### config.mk
export PLATFORM = sky130hd
export DESIGN_NAME = irq_source_conditioner
export DESIGN_NICKNAME = d
export VERILOG_FILES = /design/src/rtl/irq_source_conditioner.sv
export SDC_FILE = /design/constraint.sdc
export NUM_CORES = 1
export LEC_CHECK = 0
export ABC_CLOCK_PERIOD_IN_PS = 1800
export BUFFER_PORTS_ARGS = -buffer_cell sky130_fd_sc_hd__buf_2
export CAP_MARGIN = 5
export CORE_ASPECT_RATIO = 0.75
export CORE_MARGIN = 10
export CORE_UTILIZATION = 42
export CTS_CLUSTER_DIAMETER = 40
export DETAILED_ROUTE_END_ITERATION = 12
export PLACE_DENSITY_LB_ADDON = 0.1
export SLEW_MARGIN = 20
export SYNTH_ARGS = -nofsm -noshare
export SYNTH_HDL_FRONTEND = slang
export SYNTH_SLANG_ARGS = --single-unit
export TNS_END_PERCENT = 1
### constraint.sdc
create_clock -name pclk_i -period 1.8 [get_ports pclk_i]
set_input_delay 0.09 -clock pclk_i [delete_from_list [all_inputs] [get_ports pclk_i]]
set_output_delay 0.09 -clock pclk_i [all_outputs]
set_load 0.01 [all_outputs]
### src/rtl/irq_source_conditioner.sv
// irq_source_conditioner
// Front-end for the interrupt controller. Each of the NUM_IRQ asynchronous
// lines is synchronized, optionally glitch-filtered, then normalized by
// polarity. It is then qualified as a level or an edge, gated by mask and
// enable, and latched into W1C pending bits. A one-cycle trigger pulse fires
// when a pending bit rises.
// Optional glitch filter: define IRQ_COND_DEBOUNCE_EN.
module irq_source_conditioner #(
  parameter int NUM_IRQ         = 4,
  parameter int SYNC_STAGES     = 2,
  parameter int DEBOUNCE_CYCLES = 8
) (
  input  logic               pclk_i,
  input  logic               rst_i,
  input  logic               enable_i,
  input  logic               psel_i,
  input  logic               penable_i,
  input  logic               pwrite_i,
  input  logic [31:0]        paddr_i,
  input  logic [31:0]        pwdata_i,
  output logic [31:0]        prdata_o,
  output logic               pready_o,
  output logic               pslverr_o,
  input  logic [NUM_IRQ-1:0] irq_raw_i,
  output logic [NUM_IRQ-1:0] irq_trigger_o,
  output logic               irq_any_o
);

  localparam logic [31:0] ADDR_MODE = 32'd0;
  localparam logic [31:0] ADDR_POL  = 32'd1;
  localparam logic [31:0] ADDR_MASK = 32'd2;
  localparam logic [31:0] ADDR_PEND = 32'd3;
  localparam logic [31:0] ADDR_RAW  = 32'd4;

  if (SYNC_STAGES < 2 || DEBOUNCE_CYCLES < 1 || NUM_IRQ < 1 || NUM_IRQ > 32) begin : g_param_check
    $error("irq_source_conditioner: illegal parameter value");
  end

  logic [SYNC_STAGES-1:0][NUM_IRQ-1:0] sync_p0;
  logic [NUM_IRQ-1:0] synced_p0;
  logic [NUM_IRQ-1:0] cond_p1;
  logic [NUM_IRQ-1:0] norm_p1;
  logic [NUM_IRQ-1:0] event_p1;
  logic [NUM_IRQ-1:0] set_p1;
  logic [NUM_IRQ-1:0] w1c_p1;
  logic [NUM_IRQ-1:0] pending_nxt_p1;
  logic [NUM_IRQ-1:0] prev_p2;
  logic [NUM_IRQ-1:0] pending_p2;
  logic [NUM_IRQ-1:0] trig_p2;
  logic               any_p2;
  logic [NUM_IRQ-1:0] mode_q;
  logic [NUM_IRQ-1:0] pol_q;
  logic [NUM_IRQ-1:0] mask_q;
  logic               apb_acc;
  logic               apb_wr;
  logic               addr_hit;
  logic               unused_pwdata;

  // ---- stage p0: metastability synchronizer ----
  // Shift each raw line through SYNC_STAGES flops; runs regardless of enable.
  always_ff @(posedge pclk_i or posedge rst_i) begin
    if (rst_i) begin
      sync_p0 <= '0;
    end else begin
      sync_p0 <= {sync_p0[SYNC_STAGES-2:0], irq_raw_i};
    end
  end

  assign synced_p0 = sync_p0[SYNC_STAGES-1];

  // ---- stage p1: conditioned line level ----
`ifdef IRQ_COND_DEBOUNCE_EN
  localparam int CNT_W = $clog2(DEBOUNCE_CYCLES + 1);
  localparam logic [CNT_W-1:0] CNT_LAST = CNT_W'(DEBOUNCE_CYCLES - 1);

  logic [CNT_W-1:0] dbnc_cnt_p1 [NUM_IRQ];

  // Accept a new synced level only after it has held for DEBOUNCE_CYCLES cycles.
  always_ff @(posedge pclk_i or posedge rst_i) begin
    if (rst_i) begin
      cond_p1 <= '0;
      for (int i = 0; i < NUM_IRQ; i++) dbnc_cnt_p1[i] <= '0;
    end else begin
      for (int i = 0; i < NUM_IRQ; i++) begin
        if (synced_p0[i] != cond_p1[i]) begin
          if (dbnc_cnt_p1[i] == CNT_LAST) begin
            cond_p1[i]     <= synced_p0[i];
            dbnc_cnt_p1[i] <= '0;
          end else begin
            dbnc_cnt_p1[i] <= dbnc_cnt_p1[i] + 1'b1;
          end
        end else begin
          dbnc_cnt_p1[i] <= '0;
        end
      end
    end
  end
`else
  assign cond_p1 = synced_p0;
`endif

  // Polarity folds active-low/falling into active-high/rising.
  assign norm_p1  = cond_p1 ^ pol_q;
  assign event_p1 = (mode_q & norm_p1 & ~prev_p2) | (~mode_q & norm_p1);
  assign set_p1   = event_p1 & mask_q & {NUM_IRQ{enable_i}};

  assign apb_acc  = psel_i & penable_i;
  assign apb_wr   = apb_acc & pwrite_i;
  assign addr_hit = (paddr_i <= ADDR_RAW);
  assign w1c_p1   = (apb_wr && paddr_i == ADDR_PEND) ? pwdata_i[NUM_IRQ-1:0] : '0;

  // A new event beats a same-cycle W1C, so an active level line stays pending.
  assign pending_nxt_p1 = (pending_p2 & ~w1c_p1) | set_p1;

  // Software-programmable line configuration.
  always_ff @(posedge pclk_i or posedge rst_i) begin
    if (rst_i) begin
      mode_q <= '0;
      pol_q  <= '0;
      mask_q <= '0;
    end else if (apb_wr) begin
      if (paddr_i == ADDR_MODE) mode_q <= pwdata_i[NUM_IRQ-1:0];
      if (paddr_i == ADDR_POL)  pol_q  <= pwdata_i[NUM_IRQ-1:0];
      if (paddr_i == ADDR_MASK) mask_q <= pwdata_i[NUM_IRQ-1:0];
    end
  end

  // ---- stage p2: pending latch and trigger pulse ----
  // prev tracks norm every cycle so edge detection stays valid across enable.
  always_ff @(posedge pclk_i or posedge rst_i) begin
    if (rst_i) begin
      prev_p2    <= '0;
      pending_p2 <= '0;
      trig_p2    <= '0;
      any_p2     <= 1'b0;
    end else begin
      prev_p2    <= norm_p1;
      pending_p2 <= pending_nxt_p1;
      trig_p2    <= set_p1 & ~pending_p2;
      any_p2     <= |(pending_nxt_p1 & mask_q);
    end
  end

  assign irq_trigger_o = trig_p2;
  assign irq_any_o     = any_p2;

  // Zero-wait-state combinational read mux.
  always_comb begin
    prdata_o = '0;
    if (psel_i && !pwrite_i) begin
      case (paddr_i)
        ADDR_MODE: prdata_o = 32'(mode_q);
        ADDR_POL:  prdata_o = 32'(pol_q);
        ADDR_MASK: prdata_o = 32'(mask_q);
        ADDR_PEND: prdata_o = 32'(pending_p2);
        ADDR_RAW:  prdata_o = 32'(cond_p1);
        default:   prdata_o = '0;
      endcase
    end
  end

  assign pready_o      = 1'b1;
  assign pslverr_o     = apb_acc & ~addr_hit;
  assign unused_pwdata = ^pwdata_i;

endmodule

==> flow_summary.json <==
{
  "core_um2": 4080,
  "switching_share_pct": 22.4,
  "nNetsFinal": 306,
  "core.rowCount": 20,
  "pwr-share-seq_pct": 46.6,
  "gp_congestion": 0.810,
  "n_fill_cell": 367,
  "setup_violations": 0,
  "pwr-share-clk_pct": 43.4,
  "avgSynthCellArea_um2": 11.0,
  "drtIter0Drc": 85,
  "hold_viol": 0,
  "grt_pass1_vias": 1437,
  "cts_max_level": 2,
  "dieArea_um2": 7290,
  "syn_inst": 162,
  "power_switching_mw": 0.366,
  "endpoint_kind": "flop",
  "layout_setup_ws_ps": 102,
  "yosysWarnings": 0,
  "synth_cell_types": 32,
  "drc": 0,
  "wl_per_cell_um": 16.8,
  "crit_type": "input port to flop",
  "die_h_um": 76.5,
  "share_comb_of_total_power_pct": 10.0,
  "cts_sinks": 33,
  "antenna_cells": 0,
  "numCtsBuffers": 5,
  "holdCritPathClass": "input port to flop",
  "antenna_found_initial": 0,
  "clock_skew_ps": 3.72,
  "tns_ps": 0,
  "postRouteAntennaNets": 0,
  "path_max_fanout": 8,
  "arrival_ps": 1860,
  "r2r-start": "cond_p1[0]",
  "drv_cap": 0,
  "grt_max_degree": 34,
  "drt-total-wl_mm": 4.83,
  "netlist_area_um2": 1790,
  "fmax_ghz": 0.589,
  "routed_via_density": 4.85,
  "grt-ovfl-total": 0,
  "grt_pass1_wl_mm": 7.42,
  "status": "completed",
  "ff2ff_setup_slack_ps": 120,
  "p_int_mw": 1.27,
  "dp_hpwl_mm": 3.93,
  "io_pins": 113,
  "fin_crit_ps": 1700,
  "cellPowerDensity_nw_per_um2": 726,
  "startpoint": "paddr_i[25]",
  "place_ws_ps": -165,
  "worst_ep_required_time_ps": 1960,
  "cts_tree": "yes",
  "crit_end": "irq_any_o",
  "clk_latency_ps": 290,
  "area_growth_pct": 26.1,
  "initial_core_util_pct": 43.8,
  "port-buffer-count": 55,
  "cts-root-buf": "clkbuf_8",
  "seq_area_frac_synth_pct": 46.2,
  "first_pass_iters": 4,
  "p_leak_nw": 1.19,
  "r2r_cells": 5,
  "min-delay-start": "pwdata_i[3]",
  "timing.final.crit_share_pct": 94.3,
  "vias": 1396,
  "rsz0062_at_grt": "false",
  "cts_max_path_buffers": 2,
  "drv_slew": 0,
  "irDropWorstVdd_mv": 0.419,
  "drive_gt1_share_pct": 40.3,
  "grt_use_total_pct": 13.1,
  "hold_slack_ps": 99.3,
  "p_total_mw": 1.63,
  "path_clk_slew_ps": 60,
  "fp.dieW_um": 95.3,
  "start_kind": "input port",
  "ys_ff_latch": 33,
  "worstReg2RegEnd": "irq_any_o"
}
[synth_stat cells, drive strengths merged]
| master | count | area (um2) |
|---|---|---|
| and2 | 3 | 18.8 |
| nor3 | 1 | 5.00 |
| buf | 31 | 226 |
| and4b | 1 | 10.0 |
| clkbuf | 1 | 3.75 |
| nand4 | 6 | 37.5 |
| inv | 1 | 3.75 |
| o211a | 1 | 10.0 |
| o21ai | 7 | 35.0 |
| mux2i | 2 | 20.0 |
| mux2 | 15 | 169 |
| and4bb | 2 | 25.0 |
| a22oi | 6 | 45.0 |
| nand4b | 1 | 15.0 |
| a31oi | 4 | 25.0 |
| nor2b | 2 | 12.5 |
| dfrtp | 33 | 826 |
| nor4 | 7 | 77.6 |
| xor2 | 4 | 35.0 |
| a21oi | 1 | 5.00 |
| or4 | 1 | 7.51 |
| nor2 | 7 | 26.3 |
| o22ai | 3 | 18.8 |
| and4 | 4 | 35.0 |
| nand2 | 11 | 41.3 |
| conb | 2 | 7.51 |
| a21o | 4 | 30.0 |
| nor4b | 1 | 15.0 |
[placed cells by master, fill, tap and decap left out, types with 2 or more instances in the layout]
cell type	netlist	final
buf_2	1	55
dfrtp_1	33	33
conb_1	2	29
mux2_2	15	15
nand2_1	11	11
o21ai_0	7	7
buf_4	29	7
nor2_1	7	6
nand4_1	6	6
a22oi_1	6	6
clkbuf_8	0	6
dlygate4sd3_1	0	5
xor2_1	4	4
and4_1	4	4
a21o_1	4	4
a31oi_1	4	4
nor4_4	1	3
nor4_1	3	3
o22ai_1	3	3
and2_1	3	3
nor2b_1	2	2
mux2i_1	2	2
and4bb_2	2	2
[sequential cells by signal (all words and copies together) (netlist names)]
name,flops
pol_q,4
mode_q,4
irq_any_o,1
mask_q,4
pending_p2,4
prev_p2,4
sync_p0,4
cond_p1,4
irq_trigger_o,4
[kinds of logic after synthesis]
kind of cell | count (synthesis) | synth area share, %
mux | 17 | 10.6
simple gates | 47 | 18.3
flops | 33 | 46.2
buf+inv | 33 | 13.1
xor+xnor | 4 | 1.96
compound gates | 26 | 9.45
other cells | 2 | 0.420
[layout make-up]
class / count / area (um2) / share of cell area, %
repair buffers: 68 / 389 / 17.3
clock buffers: 7 / 86.3 / 3.83
inverters: 1 / 3.75 / 0.167
well taps: 55 / 68.8 / 3.06
clock inverters: 1 / 30.0 / 1.33
multi-input cells: 123 / 848 / 37.7
flip-flops and latches: 33 / 826 / 36.7
[metrics by stage]
| stage | instances | util, % | cell area (um2) |
|---|---|---|---|
| final | 288 | 55.2 | 2250 |
| after global routing | 288 | 55.2 | 2250 |
| after CTS | 286 | 54.3 | 2210 |
| after detailed placement | 273 | 50.2 | 2050 |
| after global placement | 273 | 50.2 | 2050 |
| after floorplan | 189 | - | 1890 |
[power groups by stage]
| stage | combinational, mW | sequential, mW | clock [mW] |
|---|---|---|---|
| after detailed placement | 0.148 | 0.776 | 0 |
| final | 0.163 | 0.762 | 0.709 |
| after global routing | 0.181 | 0.763 | 0.763 |
| after global placement | 0.142 | 0.775 | 0 |
| after floorplan | 0.117 | 0.773 | 0 |
| after CTS | 0.157 | 0.762 | 0.735 |
[worst min-delay path by stage]
stage | endpoint | slack [ps] | cells after the start
after floorplan | sync_p0[0] | 120 | 0
after global placement | sync_p0[1] | 190 | 3
after detailed placement | sync_p0[1] | 200 | 3
after CTS | mode_q[3] | 90 | 2
after global routing | pol_q[3] | 100 | 2
final | mode_q[3] | 100 | 2
[timing repair]
item | CTS | global route
resized for setup | 0 | 4
hold buffers | 5 | 0
endpoints found under the setup margin | 0 | 4
endpoints found under the hold margin | 37 | 0
buffers inserted | 0 | 2
[routing by layer]
metal  vias to the layer above  part of all wire [%]  global-route usage (%)
met1                       673                    39                    14.3
met5                         -                     0                       0
met2                        43                    52                    22.5
met3                        10                   7.0                    3.74
met4                         0                   2.1                    6.27
li1                        670                     -                       -
[critical path, stage by stage]
cell and delay [ps]:
buf_2 110, nor4_4 270, nand4_1 180, buf_4 190
nor4_4 250, buf_6 170, a31oi_1 120, or4_1 470
No activity file was read; power rests on OpenSTA's default activity.
